**src/rtl/dma_pkg.sv**
```systemverilog
// Shared DMA types: descriptor layout, sequencer state encoding and descriptor index helpers.
package dma_pkg;

    localparam int DMA_MAX_NUM_DESC = 8;
    localparam int DMA_DESC_IDX_W   = $clog2(DMA_MAX_NUM_DESC + 1);

    typedef logic [DMA_DESC_IDX_W-1:0] dma_desc_idx_t;

    typedef struct packed {
        logic [31:0] src_addr;
        logic [31:0] dst_addr;
        logic [31:0] num_bytes;
    } s_dma_desc_t;

    typedef enum logic [2:0] {
        DMA_ST_IDLE,
        DMA_ST_CFG,
        DMA_ST_RUN,
        DMA_ST_DRAIN,
        DMA_ST_DONE
    } dma_fsm_st_t;

    // Advance a slot index, parking it on num_desc once the table is exhausted
    function automatic dma_desc_idx_t dma_idx_inc(input dma_desc_idx_t idx, input int num_desc);
        if (int'(idx) >= num_desc) begin
            return idx;
        end
        return idx + dma_desc_idx_t'(1);
    endfunction

endpackage

```
**src/rtl/dma_fsm.sv**
```systemverilog
// DMA sequencer: walks the CSR descriptor table and starts the read/write streamers per slot.
// Optional per-descriptor watchdog is enabled by defining DMA_FSM_WATCHDOG_EN.
module dma_fsm
    import dma_pkg::*;
#(
    parameter int DMA_NUM_DESC    = 2,
    parameter int DMA_WDOG_CYCLES = 65536,
    localparam int IDX_W          = $clog2(DMA_NUM_DESC + 1)
) (
    input  logic                    clk,
    input  logic                    rst_n,
    input  logic                    dma_go_i,
    input  logic                    dma_abort_i,
    input  s_dma_desc_t             dma_desc_i [DMA_NUM_DESC],
    input  logic [DMA_NUM_DESC-1:0] dma_desc_en_i,
    output s_dma_desc_t             dma_desc_o,
    output logic                    dma_rd_stream_valid_o,
    output logic                    dma_wr_stream_valid_o,
    input  logic                    dma_rd_stream_done_i,
    input  logic                    dma_wr_stream_done_i,
    input  logic                    dma_axi_pend_i,
    input  logic                    dma_axi_err_i,
    output logic                    dma_active_o,
    output logic                    dma_done_o,
    output logic                    dma_error_o,
    output logic                    dma_abort_o,
    output logic [IDX_W-1:0]        dma_desc_idx_o
);

    if (DMA_NUM_DESC < 1 || DMA_NUM_DESC > DMA_MAX_NUM_DESC || DMA_WDOG_CYCLES < 1) begin : g_bad_param
        $error("dma_fsm: DMA_NUM_DESC must be 1..8 and DMA_WDOG_CYCLES at least 1");
    end

    dma_fsm_st_t   state, state_nxt;
    dma_desc_idx_t idx, idx_nxt;
    s_dma_desc_t   desc_q, desc_nxt;
    s_dma_desc_t   cur_desc;
    logic          cur_en;
    logic          run_first, run_first_nxt;
    logic          rd_seen, rd_seen_nxt, rd_seen_now;
    logic          wr_seen, wr_seen_nxt, wr_seen_now;
    logic          abort_pend, abort_pend_nxt;
    logic          error_q, error_nxt;
    logic          abort_q, abort_nxt;

`ifdef DMA_FSM_WATCHDOG_EN
    localparam logic [31:0] WDOG_LIMIT = 32'(DMA_WDOG_CYCLES);
    logic [31:0] wdog_cnt, wdog_nxt;
`endif

    // Slot selected by the current index; out-of-range reads as a disabled empty slot
    always_comb begin
        cur_desc = '0;
        cur_en   = 1'b0;
        for (int i = 0; i < DMA_NUM_DESC; i++) begin
            if (idx == dma_desc_idx_t'(i)) begin
                cur_desc = dma_desc_i[i];
                cur_en   = dma_desc_en_i[i];
            end
        end
    end

    assign rd_seen_now = rd_seen | dma_rd_stream_done_i;
    assign wr_seen_now = wr_seen | dma_wr_stream_done_i;

    always_comb begin
        state_nxt      = state;
        idx_nxt        = idx;
        desc_nxt       = desc_q;
        run_first_nxt  = 1'b0;
        rd_seen_nxt    = rd_seen;
        wr_seen_nxt    = wr_seen;
        abort_pend_nxt = abort_pend;
        error_nxt      = error_q;
        abort_nxt      = abort_q;

        // A bus error anywhere in an operation stops it at the next safe point
        if (state != DMA_ST_IDLE && dma_axi_err_i) begin
            error_nxt      = 1'b1;
            abort_pend_nxt = 1'b1;
        end

        case (state)
            DMA_ST_IDLE: begin
                if (dma_go_i) begin
                    error_nxt      = 1'b0;
                    abort_nxt      = 1'b0;
                    abort_pend_nxt = 1'b0;
                    idx_nxt        = '0;
                    rd_seen_nxt    = 1'b0;
                    wr_seen_nxt    = 1'b0;
                    state_nxt      = DMA_ST_CFG;
                end
            end
            DMA_ST_CFG: begin
                if (idx == dma_desc_idx_t'(DMA_NUM_DESC)) begin
                    state_nxt = DMA_ST_DONE;
                end else if (abort_pend || dma_abort_i) begin
                    abort_nxt = 1'b1;
                    state_nxt = DMA_ST_DONE;
                end else if (!cur_en || cur_desc.num_bytes == 32'd0) begin
                    idx_nxt = dma_idx_inc(idx, DMA_NUM_DESC);
                end else begin
                    desc_nxt      = cur_desc;
                    run_first_nxt = 1'b1;
                    state_nxt     = DMA_ST_RUN;
                end
            end
            DMA_ST_RUN: begin
                // Streamers cannot be cancelled, so an abort only waits for both dones
                if (dma_abort_i) begin
                    abort_pend_nxt = 1'b1;
                end
                rd_seen_nxt = rd_seen_now;
                wr_seen_nxt = wr_seen_now;
                if (rd_seen_now && wr_seen_now) begin
                    rd_seen_nxt = 1'b0;
                    wr_seen_nxt = 1'b0;
                    state_nxt   = DMA_ST_DRAIN;
                end
            end
            DMA_ST_DRAIN: begin
                if (dma_abort_i) begin
                    abort_pend_nxt = 1'b1;
                end
                if (!dma_axi_pend_i) begin
                    if (error_q || abort_pend) begin
                        abort_nxt = abort_pend;
                        state_nxt = DMA_ST_DONE;
                    end else begin
                        idx_nxt   = dma_idx_inc(idx, DMA_NUM_DESC);
                        state_nxt = DMA_ST_CFG;
                    end
                end
            end
            DMA_ST_DONE: begin
                state_nxt = DMA_ST_IDLE;
            end
            default: begin
                state_nxt = DMA_ST_IDLE;
            end
        endcase

`ifdef DMA_FSM_WATCHDOG_EN
        // Counter restarts with each descriptor and parks at the limit once it fires
        wdog_nxt = wdog_cnt;
        if (state == DMA_ST_CFG && state_nxt == DMA_ST_RUN) begin
            wdog_nxt = '0;
        end else if (state == DMA_ST_RUN || state == DMA_ST_DRAIN) begin
            wdog_nxt = wdog_cnt + 32'd1;
            if (wdog_nxt >= WDOG_LIMIT) begin
                error_nxt   = 1'b1;
                rd_seen_nxt = 1'b0;
                wr_seen_nxt = 1'b0;
                state_nxt   = DMA_ST_DONE;
            end
        end
`endif
    end

    always_ff @(posedge clk or negedge rst_n) begin
        if (!rst_n) begin
            state      <= DMA_ST_IDLE;
            idx        <= '0;
            desc_q     <= '0;
            run_first  <= 1'b0;
            rd_seen    <= 1'b0;
            wr_seen    <= 1'b0;
            abort_pend <= 1'b0;
            error_q    <= 1'b0;
            abort_q    <= 1'b0;
        end else begin
            state      <= state_nxt;
            idx        <= idx_nxt;
            desc_q     <= desc_nxt;
            run_first  <= run_first_nxt;
            rd_seen    <= rd_seen_nxt;
            wr_seen    <= wr_seen_nxt;
            abort_pend <= abort_pend_nxt;
            error_q    <= error_nxt;
            abort_q    <= abort_nxt;
        end
    end

`ifdef DMA_FSM_WATCHDOG_EN
    always_ff @(posedge clk or negedge rst_n) begin
        if (!rst_n) begin
            wdog_cnt <= '0;
        end else begin
            wdog_cnt <= wdog_nxt;
        end
    end
`endif

    assign dma_desc_o            = desc_q;
    assign dma_rd_stream_valid_o = (state == DMA_ST_RUN) && run_first;
    assign dma_wr_stream_valid_o = (state == DMA_ST_RUN) && run_first;
    assign dma_active_o          = (state != DMA_ST_IDLE);
    assign dma_done_o            = (state == DMA_ST_DONE);
    assign dma_error_o           = error_q;
    assign dma_abort_o           = abort_q;
    assign dma_desc_idx_o        = idx[IDX_W-1:0];

endmodule

```
**config.mk**
```make
export PLATFORM = sky130hd
export DESIGN_NAME = dma_fsm
export DESIGN_NICKNAME = d
export VERILOG_FILES = /design/src/rtl/dma_pkg.sv /design/src/rtl/dma_fsm.sv
export SDC_FILE = /design/constraint.sdc
export NUM_CORES = 1
export LEC_CHECK = 0
export CORE_ASPECT_RATIO = 1.75
export CORE_MARGIN = 4
export CORE_UTILIZATION = 35
export CTS_CLUSTER_SIZE = 40
export DETAILED_ROUTE_END_ITERATION = 16
export HOLD_SLACK_MARGIN = 0.06
export PLACE_DENSITY_LB_ADDON = 0.2
export SYNTH_ARGS = -nofsm -noshare
export SYNTH_HDL_FRONTEND = slang
export SYNTH_SLANG_ARGS = --single-unit
```
**constraint.sdc**
```tcl
create_clock -name clk -period 2.4 [get_ports clk]
set_input_delay 0.36 -clock clk [delete_from_list [all_inputs] [get_ports clk]]
set_output_delay 0.36 -clock clk [all_outputs]
set_load 0.01 [all_outputs]
```
==> out/qor.txt, run 1 <==
Max clock buf depth -> 2
Num CTS Buffers -> 9
Slew HR -> 36.7%
Outcome -> completed
WS Path Type -> input pin to flop
First-pass GRT wire length -> 29.3 mm
Detailed-route wire length -> 19.1 mm
Die area -> 0.0184 mm^2
Critical path cell sequence -> clkdlybuf4s50_1 -> nor4_1 -> nand2_1 -> o31ai_4 -> a211oi_4 -> nand2_4 -> buf_12 -> bufbuf_16 -> mux2_2
Final Hold Fails -> 0
CTS tree -> done
Synth area leader -> dfrtp_1
Worst Path Required -> 2.64 ns
Hold_ws -> 0.443 ns
Number of flops mapped to enable cells by yosys -> 0
Detailed placement HPWL -> 14.7 mm
WL per Instance -> 19.8 um
Setup crit start kind -> input pin
Top FF cell, synth -> dfrtp_1
FFs w/ async S/R, synth -> 100%
Nets -> 976
Adder-cell area share of the yosys netlist -> 0.880%
Crit path buf inv count -> 3
Skew final -> 0.0153 ns
Initial Utilization -> 35.6%
Hold Path Sink -> dma_desc_o[29]
Via-to-Cell Ratio -> 5.27
Clock Sinks -> 109
FP Rows -> 61
Worst hold start -> dma_desc_i[29]
Minimum clock period -> 2.34 ns
Largest family of logic cells by synthesized area -> multiplexers
Reg2reg setup slack -> 0.13 ns
Final Max Slew Viols -> 0
Final setup viols -> 0
Die width -> 104 um
Simple-Gate Fraction of Synth Area -> 6.60%
Area growth, synth to finish -> 70.2%
Die Span Y -> 177 um
H-tree Lvls -> 3
Top post-synthesis cells by count -> 109 x dfrtp_1, 90 x a22o_1, 67 x mux2_2, 29 x mux2_4
Cell Area, Synth -> 0.00569 mm^2
R2r startpoint -> idx[0]
R2R cell count -> 6
Iteration count of the initial detailed-routing pass -> 4
Antenna violations before repair -> 3
Core area -> 0.0160 mm^2
CP peak stage delay -> 0.44 ns
Fraction of layout cells with a size suffix above 1 -> 23.4%
GPL Wtd Cong -> 0.786
Worst hold stages -> 3
Maximum vdd drop -> 0.000487 V
Largest fanout on the critical path -> 7
Slowest cell on the critical path -> clkdlybuf4s50_1
Vias -> 5094
Gate Count Post-Synth -> 445
Largest net degree at the start of global routing -> 89
Final ANT Viol Nets -> 0
RSZ-0062 raised after global routing -> false
Count leader, synth -> dfrtp_1
HP Class -> input pin to flop
Synthesized Nets -> 651
Arrival @ worst endpoint -> 2.58 ns
Post-synth top area share -> 48.0%
Synth top area cells -> dfrtp_1 48%, a22o_1 14%, mux2_2 13%
Clock Latency Late Sink -> 0.35 ns
Yosys cell types -> 44
Synth Area in Compound Gates -> 18.7%
XOR/XNOR Fraction of Synth Area -> 0%
Worst Tran Pin Value -> 0.950 ns
Worst path top cell family by delay -> buffers and inverters
DRC -> 0
Tot Pwr -> 10900 uW
Clock Pin Slew Worst Setup and Hold Paths -> 0.08 ns
Number of global-route vias before repair -> 5488
Sequential fraction of the synthesis area -> 48.0%
Power per cell area -> 1130 mW/mm^2
IO Count -> 306
DR iter-0 viols -> 105
Global route overflow -> 0
Leak pwr -> 0.00454 uW
RR Endpoint -> dma_desc_o[95]
Post-synthesis mux area share -> 20.9%
Number of max-cap violations -> 0
CTS Root Cell -> clkbuf_16
GR Util All Layers -> 20.2%
Period utilization -> 97.5%
Syn Area/Cell -> 12.8 um^2
Port Buffers -> 305
#FFs+latches synth -> 109
Max Clock Freq -> 427 MHz
Synth warn -> 0
Crit. End Element -> flop
where the power goes:
part / leakage [uW] / internal (uW) / switching [uW]
Combinational: 0.00301 / 3620 / 2590
Clock: 0.000145 / 760 / 708
Sequential: 0.00138 / 2710 / 530
worst register-to-register path, stage by stage, from the launching register on:
cell and delay (ns):
dfrtp_2 0.46, inv_1 0.11, ha_1 0.15, nor2b_4 0.20, and2_4 0.77, a22o_1 0.35
mux2_2 0.16
registers in the layout, indices dropped and copies added, names as in the netlist:
name and flops:
dma_desc_o 96, idx 4, state 3, abort_pend 1, dma_abort_o 1, dma_error_o 1, rd_seen 1, run_first 1
wr_seen 1
timing repair:
item	CTS	global route
endpoints found under the setup margin	98	91
resized for setup	35	19
cloned	2	0
pin swaps	6	10
buffers inserted	2	0
hold buffers	1	0
hold endpoints to repair	26	0
cell families after synthesis:
kind of cell,Yosys count
flip-flops,109
AND/OR/NAND/NOR,66
multiplexers,96
AO/OA/AOI/OAI,126
adder cells (fa/ha/maj),4
buffers and inverters,44
layout make-up:
cell class              count  area [um^2]
diodes                      2         5.00
fillers                  1346         6270
well taps                 189          236
clock inverters             5         53.8
inverters                   6         22.5
flip-flops and latches    109         2730
multi-input cells         292         2820
repair buffers            352         3570
clock buffers              11          243
layout by cell type, fill, tap and decap left out, types with 7 or more instances in the layout:
cell and n:
mux2_4 29, buf_4 38, clkbuf_16 9, dlymetal6s2s_1 17, a22oi_1 9, dfrtp_1 108, a22o_1 90, buf_12 7
a21oi_1 8, mux2_2 67, clkdlybuf4s50_1 271, nand2_1 11, nor2_1 13, dlygate4sd2_1 16
how the worst max path moves through the flow:
stage                          from        endpoint  depth (start not counted)
floorplan                    idx[1]  dma_desc_o[31]                         10
global placement    dma_desc_i[109]  dma_desc_o[83]                          9
detailed placement  dma_desc_i[109]  dma_desc_o[41]                          9
CTS                  dma_desc_i[26]  dma_desc_o[83]                         10
global route         dma_desc_i[24]  dma_desc_o[36]                          9
finish               dma_desc_i[24]  dma_desc_o[34]                          9
per-stage QoR:
| stage | cell area [um^2] | instances | TNS, ns | utilization (%) | setup slack [ns] |
|---|---|---|---|---|---|
| after floorplan | 5690 | 445 | 0 | - | 0.232 |
| after global placement | 9100 | 943 | -41.20 | 57.0 | -0.454 |
| after detailed placement | 9100 | 943 | -48.26 | 57.0 | -0.537 |
| after CTS | 9620 | 964 | 0 | 60.3 | 0.00364 |
| after global routing | 9680 | 966 | 0 | 60.7 | 0.000363 |
| final | 9680 | 966 | 0 | 60.7 | 0.0598 |
per-layer routing:
metal | vias up | track usage, % | share of wire [%]
li1 | 2349 | - | -
met1 | 2490 | 21.3 | 36
met2 | 225 | 37.7 | 55
met3 | 28 | 6.32 | 7.1
met4 | 2 | 6.93 | 2.4
met5 | - | 0 | 0.068
Power figures use the tool's default switching activity.
==> run 2, diff against run 1 <==
--- a/config.mk
+++ b/config.mk
@@ -10,7 +10,9 @@
 export CORE_UTILIZATION = 35
 export CTS_CLUSTER_SIZE = 40
 export DETAILED_ROUTE_END_ITERATION = 16
+export GPL_TIMING_DRIVEN = 0
 export HOLD_SLACK_MARGIN = 0.06
+export MAX_ROUTING_LAYER = met4
 export PLACE_DENSITY_LB_ADDON = 0.2
 export SYNTH_ARGS = -nofsm -noshare
 export SYNTH_HDL_FRONTEND = slang
==> constraint.sdc (replaced) <==
create_clock -name clk -period 2.4 [get_ports clk]
set_input_delay 0.36 -clock clk [delete_from_list [all_inputs] [get_ports clk]]
set_output_delay 0.36 -clock clk [all_outputs]
set_load 0.05 [all_outputs]
==> run 2 against run 1 <==
Routed wire length up 5.3%. Worst setup slack better by 0.011 ns. Non-clock buffer count up 4. Global-route usage up 1.5 points. Clock-buffer cell count down 1. Largest power group unchanged.
==> out/qor.txt, run 2 (same netlist as run 1, synthesis figures left out) <==
Core area -> 0.0160 mm^2
CTS Root Cell -> clkbuf_16
Arrival @ worst endpoint -> 2.56 ns
Initial Utilization -> 35.6%
Max Clock Freq -> 429 MHz
Largest fanout on the critical path -> 10
Worst Path Required -> 2.63 ns
Detailed-route wire length -> 20.1 mm
DRC -> 0
Worst Tran Pin Value -> 0.831 ns
Setup TNS -> 0 ns
Die width -> 104 um
Slew HR -> 44.6%
Antenna violations before repair -> 2
Maximum vdd drop -> 0.000761 V
Die Span Y -> 177 um
Area growth, synth to finish -> 68.4%
Num CTS Buffers -> 9
HP Class -> input pin to asynchronous set/reset pin
Die area -> 0.0184 mm^2
Final setup viols -> 0
Fin worst setup slack -> 0.0711 ns
Skew final -> 0.0173 ns
Leak pwr -> 0.00436 uW
Max clock buf depth -> 2
Clock Sinks -> 109
Setup crit start kind -> input pin
Commonest non-fill, non-tap cell in the layout -> clkdlybuf4s50_1
Crit path buf inv count -> 3
Number of max-cap violations -> 0
GR Util All Layers -> 21.7%
DP Worst Slack -> -0.718 ns
RSZ-0062 raised after global routing -> true
Largest net degree at the start of global routing -> 63
Critical path cell sequence -> clkdlybuf4s50_1 -> nor4_4 -> nand4_1 -> o31ai_4 -> a211oi_4 -> nand2_4 -> buf_12 -> buf_12 -> mux2_4
WS Path Type -> input pin to flop
DR iter-0 viols -> 125
Worst path most repeated cell -> buf_12
Max reg flops -> 96
Period utilization -> 97.0%
Iteration count of the initial detailed-routing pass -> 4
Port Buffers -> 305
Nets -> 980
Minimum clock period -> 2.33 ns
Crit. End Element -> flop
Number of global-route vias before repair -> 5747
WL per Instance -> 20.8 um
Slowest cell on the critical path -> clkdlybuf4s50_1
IO Count -> 306
Vias -> 5103
FP Rows -> 61
Final ANT Viol Nets -> 0
Global route overflow -> 0
Worst path top cell family by delay -> buffers and inverters
First-pass GRT wire length -> 30.2 mm
H-tree Lvls -> 3
Power per cell area -> 1460 mW/mm^2
Clock Latency Late Sink -> 0.35 ns
Detailed placement HPWL -> 15.9 mm
CP peak stage delay -> 0.46 ns
GPL Wtd Cong -> 0.818
Clock Pin Slew Worst Setup and Hold Paths -> 0.08 ns
CTS tree -> done
Most frequent cells in the layout -> 295 x clkdlybuf4s50_1, 108 x dfrtp_1, 90 x a22o_1
Final Hold Fails -> 0
Fraction of layout cells with a size suffix above 1 -> 22.1%
Outcome -> completed
Via-to-Cell Ratio -> 5.27
Final Max Slew Viols -> 0
Tot Pwr -> 13900 uW
-- run 2: changes by cell type in the layout (fill, tap and decap cells not counted), moves of 3 or more --
cell             change
buf_12               -3
clkdlybuf4s50_1     +24
buf_4               -16
dlymetal6s2s_1      -11
clkbuf_4             +3
buf_2                +6
clkbuf_1            +10
dlygate4sd2_1       -14
nor4_4               -3
-- run 2: metal layers --
metal / vias up / global-route usage [%] / share of wire, %
li1: 2362 / - / -
met1: 2468 / 21.7 / 35
met2: 234 / 39.9 / 54
met3: 39 / 5.73 / 7.1
met4: 0 / 8.76 / 3.2
met5: - / - / 0
-- run 2: metrics by stage --
step	instances	cell area (um^2)	utilization (%)	hold WS (ns)
6_report	969	9580	60.0	0.104
2_1_floorplan	445	5690	-	0.0644
5_1_grt	969	9580	60.0	0.171
4_1_cts	958	9380	58.8	0.125
3_3_place_gp	939	8980	56.3	0.465
3_5_place_dp	940	9000	56.4	0.487
-- run 2: what timing repair did --
| action | 4_1_cts | 5_1_grt |
|---|---|---|
| endpoints found under the setup margin | 102 | 93 |
| gates cloned | 0 | 1 |
| buffers inserted | 2 | 9 |
| hold buffers | 0 | 0 |
| pin swaps | 4 | 10 |
| gates resized for setup | 16 | 24 |
-- run 2: final timing paths --
check,from,to,slack (ns),depth (start not counted)
worst max-delay path,dma_desc_i[28],dma_desc_o[59],0.07,9
worst min-delay path,rst_n,dma_desc_o[94],0.10,1
worst max register to register,idx[0],dma_desc_o[68],0.09,8
worst min register to register,rd_seen,wr_seen,0.49,1
max in group asynchronous,rst_n,dma_desc_o[84],1.57,2
min in group clk,dma_desc_i[104],dma_desc_o[8],0.47,3
-- run 2: area by class of cell --
type | instances | area, um^2
antenna | 1 | 2.50
buffer | 38 | 282
clock buffer | 10 | 239
clock inverter | 6 | 76.3
fill | 1327 | 6370
inverter | 6 | 22.5
multi-input combinational | 292 | 2790
sequential | 109 | 2730
tap | 189 | 236
timing repair buffer | 318 | 3200
-- run 2: power breakdown --
group / internal (uW) / switching (uW) / total [uW]
Sequential: 2710 / 479 / 3190
Combinational: 3750 / 5410 / 9170
Clock: 859 / 733 / 1590
